[config.mk]
export PLATFORM = sky130hd
export DESIGN_NAME = bit_order_deserializer
export DESIGN_NICKNAME = d
export VERILOG_FILES = /design/src/rtl/bit_order_deserializer.sv
export SDC_FILE = /design/constraint.sdc
export NUM_CORES = 1
export LEC_CHECK = 0
export BUFFER_PORTS_ARGS = -buffer_cell sky130_fd_sc_hd__clkbuf_2
export CORE_MARGIN = 2
export CORE_UTILIZATION = 41
export CTS_CLUSTER_SIZE = 16
export DETAILED_ROUTE_END_ITERATION = 6
export HOLD_SLACK_MARGIN = 0.12
export PLACE_DENSITY = 0.63
export SKIP_LAST_GASP = 1
export SYNTH_ARGS = -nofsm -noshare
export SYNTH_HDL_FRONTEND = slang
export SYNTH_SLANG_ARGS = --single-unit
[constraint.sdc]
create_clock -name clk -period 4.1 [get_ports clk]
set_clock_uncertainty 0.2 [all_clocks]
set_input_delay 0.41 -clock clk [delete_from_list [all_inputs] [get_ports clk]]
set_output_delay 0.41 -clock clk [all_outputs]
set_load 0.05 [all_outputs]
[src/rtl/bit_order_deserializer.sv]
// Serial-to-parallel word assembler with a per-word selectable bit order.
// It has a one-word output holding register so a new word can be collected while the previous one waits.
module bit_order_deserializer #(
   parameter int WIDTH = 32
) (
   input  logic                   clk,
   input  logic                   rst,
   input  logic                   msb_first,
   input  logic                   sin_data,
   input  logic                   sin_valid,
   output logic                   sin_ready,
   output logic [WIDTH-1:0]       word_out,
   output logic                   word_valid,
   input  logic                   word_ready,
   output logic [$clog2(WIDTH):0] bit_count
);

   localparam int CW = $clog2(WIDTH) + 1;
   localparam logic [CW-1:0] LAST = CW'(WIDTH - 1);

   logic [CW-1:0]    cnt_q, cnt_d;
   logic             order_q, order_d;
   logic [WIDTH-1:0] shift_q, shift_d;
   logic [WIDTH-1:0] word_q, word_d;
   logic             valid_q, valid_d;

   logic             last_bit;
   logic             accept;
   logic             order_now;
   logic [WIDTH-1:0] shifted;

   assign last_bit  = (cnt_q == LAST);
   // Only the word-completing bit needs the holding register, so only it can stall.
   assign sin_ready = !(last_bit && valid_q && !word_ready);
   assign accept    = sin_valid && sin_ready;

   // The order is taken live on the first bit so that bit already lands correctly.
   assign order_now = (cnt_q == '0) ? msb_first : order_q;
   assign shifted   = order_now ? {shift_q[WIDTH-2:0], sin_data}
                                : {sin_data, shift_q[WIDTH-1:1]};

   always_comb begin
      cnt_d   = cnt_q;
      order_d = order_q;
      shift_d = shift_q;
      word_d  = word_q;
      valid_d = valid_q;
      if (valid_q && word_ready) begin
         valid_d = 1'b0;
      end
      if (accept) begin
         shift_d = shifted;
         if (cnt_q == '0) begin
            order_d = msb_first;
         end
         if (last_bit) begin
            cnt_d   = '0;
            word_d  = shifted;
            valid_d = 1'b1;
         end else begin
            cnt_d = cnt_q + 1'b1;
         end
      end
   end

   always_ff @(posedge clk) begin
      if (rst) begin
         cnt_q   <= '0;
         order_q <= 1'b1;
         shift_q <= '0;
         word_q  <= '0;
         valid_q <= 1'b0;
      end else begin
         cnt_q   <= cnt_d;
         order_q <= order_d;
         shift_q <= shift_d;
         word_q  <= word_d;
         valid_q <= valid_d;
      end
   end

   assign word_out   = word_q;
   assign word_valid = valid_q;
   assign bit_count  = cnt_q;

endmodule

Yosys cells after proc, flatten, opt, wreduce, memory -nomap -nowiden. Index checks and enable logic that the tools add are counted.

Flip-flop bits (word level): 72. Input port bits: 6. Output and inout bits: 40.

$add $sub $neg: 1. Eq/ne operators: 1. Mux-type cells: 6. Reduce and logical (&&, ||, !) cells: 8.

Operators by type and width (count): $mux W32 (1); $add A6 B1 Y6 const B (1); $eq A6 B5 Y1 const B (1); $logic_not A6 Y1 (1); $mux W6 (1); $logic_and A1 B1 Y1 (4); $mux W1 (4); $logic_not A1 Y1 (2); $reduce_and A2 Y1 (1).

Logic depth before layout (Yosys ltp). Gate-level depths: netlist (run 1).

Depth after elaboration: 6. Gate-level depth with buffers: 8.

Worst setup path after synthesis (run 1). No wires, ideal clock.

Path type: register to register. From: reg cnt_q[0] (netlist: bit_count[0]). To: reg shift_q[10]. Data arrival time: 1.976 ns. Path slack: 1.791 ns. Stages on the path, launching flop included: 8. Path buffers: 2. Clock period less this slack: 2.309 ns. Cells stage by stage: dfxtp_1 > inv_1 > ha_1 > and3_1 > buf_2 > nor2_1 > clkbuf_1 > o211ai_1.

Longest elaborated chain between the ends: 5. Elaborated cells between the ends (all ways): 8. Those cells by class: 1 x eq/ne; 2 x mux; 5 x reduce/logical.

Ends and longest elaborated chain: start, declared (RTL line 21) `logic [CW-1:0] cnt_q, cnt_d;`; start signal, assigned (RTL line 74) `cnt_q <= cnt_d;`; $eq A6 B5 Y1 (RTL line 32) `assign last_bit = (cnt_q == LAST);`; $logic_and A1 B1 Y1 (2 in series) (RTL line 34) `assign sin_ready = !(last_bit && valid_q && !word_ready);`; $logic_not A1 Y1 (RTL line 34); $logic_and A1 B1 Y1 (RTL line 35) `assign accept = sin_valid && sin_ready;`; end signal, assigned (RTL line 76) `shift_q <= shift_d;`; end, declared (RTL line 23) `logic [WIDTH-1:0] shift_q, shift_d;`.

Several ways; a longest one is shown, not always the timed one. A chain may end at the register's enable or synchronous reset.

Worst setup path in the final report (run 1).
From: reg cnt_q[0] (netlist: bit_count[0]). To: reg shift_q[31].

The elaborated chain is that of the path after synthesis.

==> impl_metrics.ini, run 1 <==
[outcome]
status = finished, final reports clean

[layout]
final_cell_mix = dfxtp_1 (72), clkbuf_2 (45), nor2_1 (41), nand2_1 (36), nand3_1 (36)
fill_cells = 803
drive_above_1_share_pct = 21.8
seqCellArea_um2 = 1440
final_common_cell = dfxtp_1
post-route-util_pct = 48.3
areaGrowthSynthToFinish_pct = 13.7
n_antenna_cell = 0
multi_input_area_um2 = 1830
final_nets = 440

[placed_design]
gp_congestion = 0.746
io_buffers = 45
place_hpwl_mm = 5.66

[synth]
synth_top_area_share_pct = 41.1
yosysSeqAreaShare_pct = 41.1
synthCells = 409
yosysTopAreaCell = dfxtp_1
synthDistinctLibCells = 36
synth.avg_cell_area_um2 = 8.58
synth_nets = 417
syn_area_um2 = 3510
synth-warning-count = 0
synthTopCellsByArea = dfxtp_1 (41%), a2111oi_2 (8.1%), o211ai_1 (7.3%)
synth_edf_count = 0
ys_seq_elements = 72
synth-async-reset-ratio_pct = 0
synth-main-ff-cell = dfxtp_1

[clock_network]
postCtsSetupRepairBufs = 0
cts_resized = 0
clock_path_buffers = 2
cts_tree = yes
cts_made_buffers = 9
numClockSinks = 72
root_buffer = clkbuf_8
clk_pin_slew_worst_paths_ns = 0.07
hold_buffers = 0
htreeDepth = 3
clk-insertion-delay-late_ns = 0.34

[sta]
fin_crit_sh_pct = 66.7
clock.fmax_mhz = 366
setup_viol = 0
slew_violations = 0
finalSetupTns_ns = 0
hold_viol_final = 0
rsz0062_at_grt = no
relSlewSlack_pct = 36.9
worstMarginPinSlew_ns = 0.945
finalCriticalPeriod_ns = 2.73

[pwr]
seqPwrFrac_pct = 45.9
power.share.switching_pct = 25.4
p_leak_nw = 1.33
pwr-share-comb_pct = 10.6
internal_power_w = 0.00115
vdd_drop_max_mv = 0.206
pwr-share-clk_pct = 43.4
netSwitchingPower_w = 0.000391
power_density_nw_per_um2 = 386

[global_route]
met2_usage_pct = 31.3
use_met1_pct = 28.9
track_usage_pct = 20.5
grt_pass1_vias = 3008
top_usage_layer = met2
antenna_found_initial = 0
met3_usage_pct = 5.35
grt_pass1_wl_mm = 15.0
grt-ovfl-total = 0
grt_max_degree = 63

[detailed_routing]
routed-via-count = 3304
firstDrtPassIters = 5
routedWlPerCell_um = 17.1
wirelength_mm = 9.23
drc = 0
drtAntennaViolNets = 0
viasPerCell = 6.11
drt-initial-drc-count = 204

[floorplanning]
pin_count = 46
dieArea_um2 = 9310
die_x_um = 96.5
start_util_pct = 42.5
core_um2 = 8260
num_rows = 33
die_h_um = 96.5

[worst_setup_path]
arrival_ns = 2.75
crit_type = reg2reg
cp.required_ns = 4.12
worstSetupStartpointType = register
critPathMaxFanout = 22
end_kind = register

[min_path]
hold_class = in2reg

[run]
cap_violations = 0
[synthesized netlist by cell type (2+ instances only)]
cell / count
o21ai_0: 15
buf_4: 2
clkbuf_1: 19
nor4_1: 17
nand4_1: 32
a31oi_1: 2
dfxtp_1: 72
nand3_1: 36
nor2_1: 42
a2111oi_2: 19
or3_1: 2
inv_1: 7
buf_2: 24
a2111oi_0: 4
ha_1: 2
a211oi_1: 22
o211ai_1: 34
nand2_1: 36
a21oi_1: 5
[logic make-up after synthesis]
group	after synthesis	synth area share, %
fa+ha+maj	2	0.713
mux	1	0.285
compound gates	106	25.6
buf+inv	53	6.95
simple gates	175	25.3
flops	72	41.1
[metal layers]
layer | wire length [um] | part of all wire, % | up-vias
li1 | - | - | 1601
met1 | 4520 | 49 | 1609
met2 | 4160 | 45 | 86
met3 | 463 | 5.0 | 8
met4 | 86 | 0.93 | 0
met5 | 0 | 0 | -
[sequential cells by signal, indices dropped and copies added, names as in the netlist]
| register | count |
|---|---|
| bit_count | 6 |
| order_q | 1 |
| shift_q | 32 |
| word_out | 32 |
| word_valid | 1 |
[worst paths after layout]
check / cells after the start / endpoint / from / slack, ns
max: 7 / shift_q[31] / bit_count[0] / 1.37
min: 3 / bit_count[0] / sin_valid / 0.18
max reg2reg: 7 / shift_q[31] / bit_count[0] / 1.37
min reg2reg: 2 / shift_q[0] / shift_q[0] / 0.31
[through the flow]
step           cell area, um^2  power, W  hold slack [ns]  setup slack (ns)  instances
2_1_floorplan             3510  0.000845            0.279              1.79        409
3_3_place_gp              3750  0.000884            0.292              1.47        526
3_5_place_dp              3750  0.000885            0.302              1.42        526
4_1_cts                   3990   0.00155            0.165              1.40        541
5_1_grt                   3990   0.00160            0.182              1.25        541
6_report                  3990   0.00154            0.176              1.37        541
[final cells by class]
class / instances / share of cell area (%)
Tap cell: 105 / 3.29
Sequential cell: 72 / 36.1
Multi-Input combinational cell: 284 / 45.9
Clock inverter: 3 / 2.26
Clock buffer: 12 / 3.64
Inverter: 7 / 0.659
Timing Repair Buffer: 58 / 8.09
[critical path, stage by stage, from the launching register on]
cell and delay, ns:
dfxtp_1 0.42, inv_1 0.09, ha_1 0.27, and3_1 0.16
buf_4 0.22, nor2_2 0.77, buf_4 0.36, o211ai_1 0.13
[power groups by stage]
stage / Clock [W] / Combinational (W) / Sequential (W)
finish: 0.000670 / 0.000164 / 0.000708
global route: 0.000714 / 0.000175 / 0.000708
CTS: 0.000683 / 0.000162 / 0.000708
detailed placement: 0 / 0.000161 / 0.000724
global placement: 0 / 0.000160 / 0.000724
floorplan: 0 / 0.000116 / 0.000728
Power figures use the tool's default switching activity.
==> run 2, diff against run 1 <==
- PLACE_DENSITY: 0.63 -> 0.65
- clock period: 4.1 -> 2.45 ns (I/O delays scaled with it)
==> run 2 against run 1 <==
Effect of this change: core utilization rose by 1.0 points; register-to-register slack got worse by 1.1 ns; worst hold slack got worse by 0.016 ns; routed wire length fell by 1.2%; fmax rose by 28%; die area did not move; first-iteration DRC count rose by 38%; setup slack got worse by 1.1 ns; non-clock buffer count rose by 11; critical path depth fell by 2; clock power rose by 27%; flip-flop and latch count did not move.
==> impl_metrics.ini, run 2 (same netlist as run 1, synthesis figures left out) <==
[worst_setup_path]
worstSetupStartpointType = register
critical-path-max-stage-delay_ns = 0.42
cp_slowest_cell = nor4_4
crit_type = reg2reg
end_kind = register
critPathMaxFanout = 21
crit_buf_inv = 1
crit_family = simple AND/OR/NAND/NOR gates
cp.required_ns = 2.46
crit_path_cell_trace = nor4_4 -> and3_1 -> nor2_2 -> buf_4 -> a2111oi_0
arrival_ns = 2.15

[layout]
seqCellArea_um2 = 1440
final_cells = 553
fill_cells = 819
final_nets = 451
n_antenna_cell = 0
drive_above_1_share_pct = 23.4
final_cell_mix = dfxtp_1 (72), clkbuf_2 (45), nor2_1 (41), nand2_1 (36), nand3_1 (36)
areaGrowthSynthToFinish_pct = 16.1
multi_input_area_um2 = 1840
fin_area_um2 = 4070
final_common_cell = dfxtp_1

[detailed_routing]
drtAntennaViolNets = 0
routed-via-count = 3387
routedWlPerCell_um = 16.5
wirelength_mm = 9.12
drc = 0
drt-initial-drc-count = 281
viasPerCell = 6.12
firstDrtPassIters = 5

[pwr]
seqPwrFrac_pct = 50.6
power.share.switching_pct = 29.5
internal_power_w = 0.00165
power_density_nw_per_um2 = 574
p_leak_nw = 1.37
pwr-share-clk_pct = 36.2
netSwitchingPower_w = 0.000690
vdd_drop_max_mv = 0.257
pwr-share-comb_pct = 13.1

[placed_design]
io_buffers = 45
dp_cells = 533
place_hpwl_mm = 5.73
placedInstanceArea_um2 = 3860
gp_congestion = 0.854

[global_route]
use_met1_pct = 30.1
grt_pass1_wl_mm = 15.4
grt_max_degree = 63
grt-ovfl-total = 0
track_usage_pct = 21.1
met3_usage_pct = 3.41
top_usage_layer = met2
antenna_found_initial = 0
grt_pass1_vias = 3095
met2_usage_pct = 32.2

[run]
cap_violations = 0

[floorplanning]
die_x_um = 96.5
pin_count = 46
dieArea_um2 = 9310
num_rows = 33
core_um2 = 8260
start_util_pct = 42.5
die_h_um = 96.5

[clock_network]
htreeDepth = 3
clk_pin_slew_worst_paths_ns = 0.08
root_buffer = clkbuf_8
clk-insertion-delay-late_ns = 0.34
cts_made_buffers = 9
numClockSinks = 72
postCtsSetupRepairBufs = 0
cts_tree = yes
clock_path_buffers = 2

[sta]
finalCriticalPeriod_ns = 2.14
setup_viol = 0
fin_crit_sh_pct = 87.5
rsz0062_at_grt = no
slew_violations = 0
worstMarginPinSlew_ns = 0.458
relSlewSlack_pct = 69.5
hold_viol_final = 0
finalSetupTns_ns = 0
clock.fmax_mhz = 467

[outcome]
status = finished, final reports clean

[min_path]
hold_class = in2reg
[run 2: cell types whose count changed in the layout (fill, tap and decap cells not counted), sizes merged, moves of 3 or more]
cell         change
buf              +7
bufinv           -3
clkinv           +3
dlygate4sd3      +4
[run 2: repair_timing]
item	4_1_cts	5_1_grt
resized for setup	0	1
hold buffers	4	0
endpoints found under the hold margin	8	0
setup endpoints to repair	0	1
[run 2: area by class of cell]
class / count / area share [%]
Clock buffer: 11 / 3.47
Clock inverter: 5 / 0.768
Inverter: 7 / 0.645
Multi-Input combinational cell: 284 / 45.1
Sequential cell: 72 / 35.4
Tap cell: 105 / 3.22
Timing Repair Buffer: 69 / 11.4
[run 2: worst reg2reg max path: cells and delay by family (launching register included)]
kind,cells,cell delay (ns)
buffers and inverters,1,0.22
flip-flops,1,0.39
AND/OR/NAND/NOR,3,0.80
AO/OA/AOI/OAI,1,0.40
[run 2: stage by stage]
stage | power (W) | utilization [%] | hold slack [ns] | setup slack [ns]
2_1_floorplan | 0.00141 | - | 0.213 | 0.141
3_3_place_gp | 0.00150 | 46.7 | 0.295 | 0.405
3_5_place_dp | 0.00151 | 46.7 | 0.304 | 0.308
4_1_cts | 0.00235 | 49.3 | 0.155 | 0.283
5_1_grt | 0.00243 | 49.3 | 0.173 | 0.0371
6_report | 0.00234 | 49.3 | 0.161 | 0.307
[run 2: path summary, 6_finish.rpt]
kind / from / end / slack, ns / depth (start not counted)
worst max-delay path: bit_count[2] / word_out[31] / 0.31 / 5
worst min-delay path: rst / word_out[20] / 0.16 / 2
worst max register to register: bit_count[2] / word_out[31] / 0.31 / 5
worst min register to register: word_out[31] / word_out[31] / 0.32 / 2
[run 2: per-layer routing]
layer | up-vias | wire length [um]
met2 | 128 | 4140
met3 | 13 | 584
met5 | - | 0
met4 | 0 | 130
li1 | 1632 | -
met1 | 1614 | 4260
[run 2: power groups by stage]
stage	combinational, W	clock, W	sequential [W]
after floorplan	0.000195	0	0.00122
after global placement	0.000293	0	0.00121
after detailed placement	0.000297	0	0.00121
after CTS	0.000303	0.000867	0.00118
after global routing	0.000331	0.000918	0.00119
final	0.000307	0.000848	0.00118
==> run 3, diff against run 2 <==
- CORE_UTILIZATION: 41 -> 46
- PLACE_DENSITY: 0.65 -> 0.71
==> run 3 against run 2 <==
Effect of this change: count of clock-buffer cells in the layout stayed put; sequential share of layout area shrank 0.49 points; sequential power about the same; first-iteration DRC count down 26%; routed wire length fell by 3.2%; critical path depth rose by 2; fmax down 1.4%; setup slack worse by 0.031 ns; final cell count decreased by 1.4%; power increased by 17%; clock power rose by 49%; critical path type unchanged; critical endpoint is now word_out[2].
==> impl_metrics.ini, run 3 (same netlist as run 1, synthesis figures left out) <==
[placed_design]
io_buffers = 45
dpl_worst_slack_ns = 0.227
gp_congestion = 0.809
dp_cells = 525
place_hpwl_mm = 5.53

[floorplanning]
die_h_um = 91.3
pin_count = 46
die_x_um = 91.3
core_um2 = 7330
num_rows = 31
dieArea_um2 = 8340
start_util_pct = 47.9

[clock_network]
numClockSinks = 72
cts_resized = 0
hold_buffers = 4
clk_pin_slew_worst_paths_ns = 0.08
htreeDepth = 3
clk-insertion-delay-late_ns = 0.34
postCtsSetupRepairBufs = 0
cts_made_buffers = 9
root_buffer = clkbuf_8
clock_path_buffers = 2
cts_tree = yes

[outcome]
status = finished, final reports clean

[sta]
fin_crit_sh_pct = 88.7
finalCriticalPeriod_ns = 2.17
clock.fmax_mhz = 460
finalSetupTns_ns = 0
finalWorstSetupSlack_ns = 0.277
slew_violations = 0
rsz0062_at_grt = no
worstMarginPinSlew_ns = 0.482
setup_viol = 0
hold-worst-slack_ns = 0.200
relSlewSlack_pct = 67.9
hold_viol_final = 0

[layout]
drive_above_1_share_pct = 22.9
areaGrowthSynthToFinish_pct = 17.8
final_nets = 449
final_cells = 545
final_cell_mix = dfxtp_1 (72), clkbuf_2 (45), nor2_1 (41), nand2_1 (36), nand3_1 (36)
n_antenna_cell = 0
final_common_cell = dfxtp_1

[detailed_routing]
firstDrtPassIters = 4
wirelength_mm = 8.83
routedWlPerCell_um = 16.2
viasPerCell = 6.26
drc = 0
drtAntennaViolNets = 0
routed-via-count = 3409
drt-initial-drc-count = 208

[pwr]
p_leak_nw = 1.39
power_density_nw_per_um2 = 664
vdd_drop_max_mv = 0.323

[run]
cap_violations = 0

[worst_setup_path]
worstSetupStartpointType = register
crit_type = reg2reg
arrival_ns = 2.19
end_kind = register
critPathMaxFanout = 22
cp.required_ns = 2.47
startpoint = bit_count[0]
timing.rr.start = bit_count[0]

[global_route]
grt_max_degree = 63
grt-ovfl-total = 0
antenna_found_initial = 0
grt_pass1_wl_mm = 14.8
track_usage_pct = 21.6
grt_pass1_vias = 3012

[min_path]
hp-start = rst
hold_class = in2reg
==> run 3: layer usage <==
metal	vias up	GRT usage [%]	wire (um)	part of all wire, %
met5	-	0	0	0
met4	0	7.83	144	1.6
met3	15	3.98	530	6.0
met2	129	33.6	4090	46
met1	1637	29.9	4070	46
li1	1628	-	-	-
==> run 3: stage by stage <==
stage | util, % | total power, W | instance area [um^2]
floorplan | - | 0.00141 | 3510
detailed placement | 52.1 | 0.00150 | 3820
finish | 56.4 | 0.00274 | 4130
CTS | 56.4 | 0.00275 | 4130
global route | 56.4 | 0.00284 | 4130
global placement | 52.1 | 0.00149 | 3820
==> run 3: final timing paths <==
path / to / slack (ns) / depth (start not counted)
setup / recovery: word_out[2] / 0.28 / 7
hold / removal: word_out[28] / 0.20 / 2
setup reg to reg: word_out[2] / 0.28 / 7
hold reg to reg: shift_q[2] / 0.32 / 2
==> run 3: cell type report <==
cell class / instances / area [um^2]
clock buffers: 11 / 141
clock inverters: 5 / 128
fillers: 644 / 3200
inverters: 7 / 26.3
multi-input cells: 284 / 1830
flip-flops and latches: 72 / 1440
well taps: 99 / 124
repair buffers: 67 / 438
==> run 3: critical path, cell delays in order, from the launching register on <==
cell       delay, ns
dfxtp_1         0.41
inv_1           0.08
ha_1            0.25
a21boi_1        0.24
buf_12          0.21
nor2_2          0.05
buf_4           0.21
a2111oi_0       0.39
==> run 3: power by group <==
| group | internal, W | leakage, nW | total (W) | switching [W] |
|---|---|---|---|---|
| registers | 0.00118 | 0.581 | 0.00118 | 0.00000777 |
| logic | 0.0000731 | 0.683 | 0.000298 | 0.000225 |
| clock network | 0.000808 | 0.130 | 0.00126 | 0.000451 |
| total | 0.00206 | 1.39 | 0.00274 | 0.000685 |
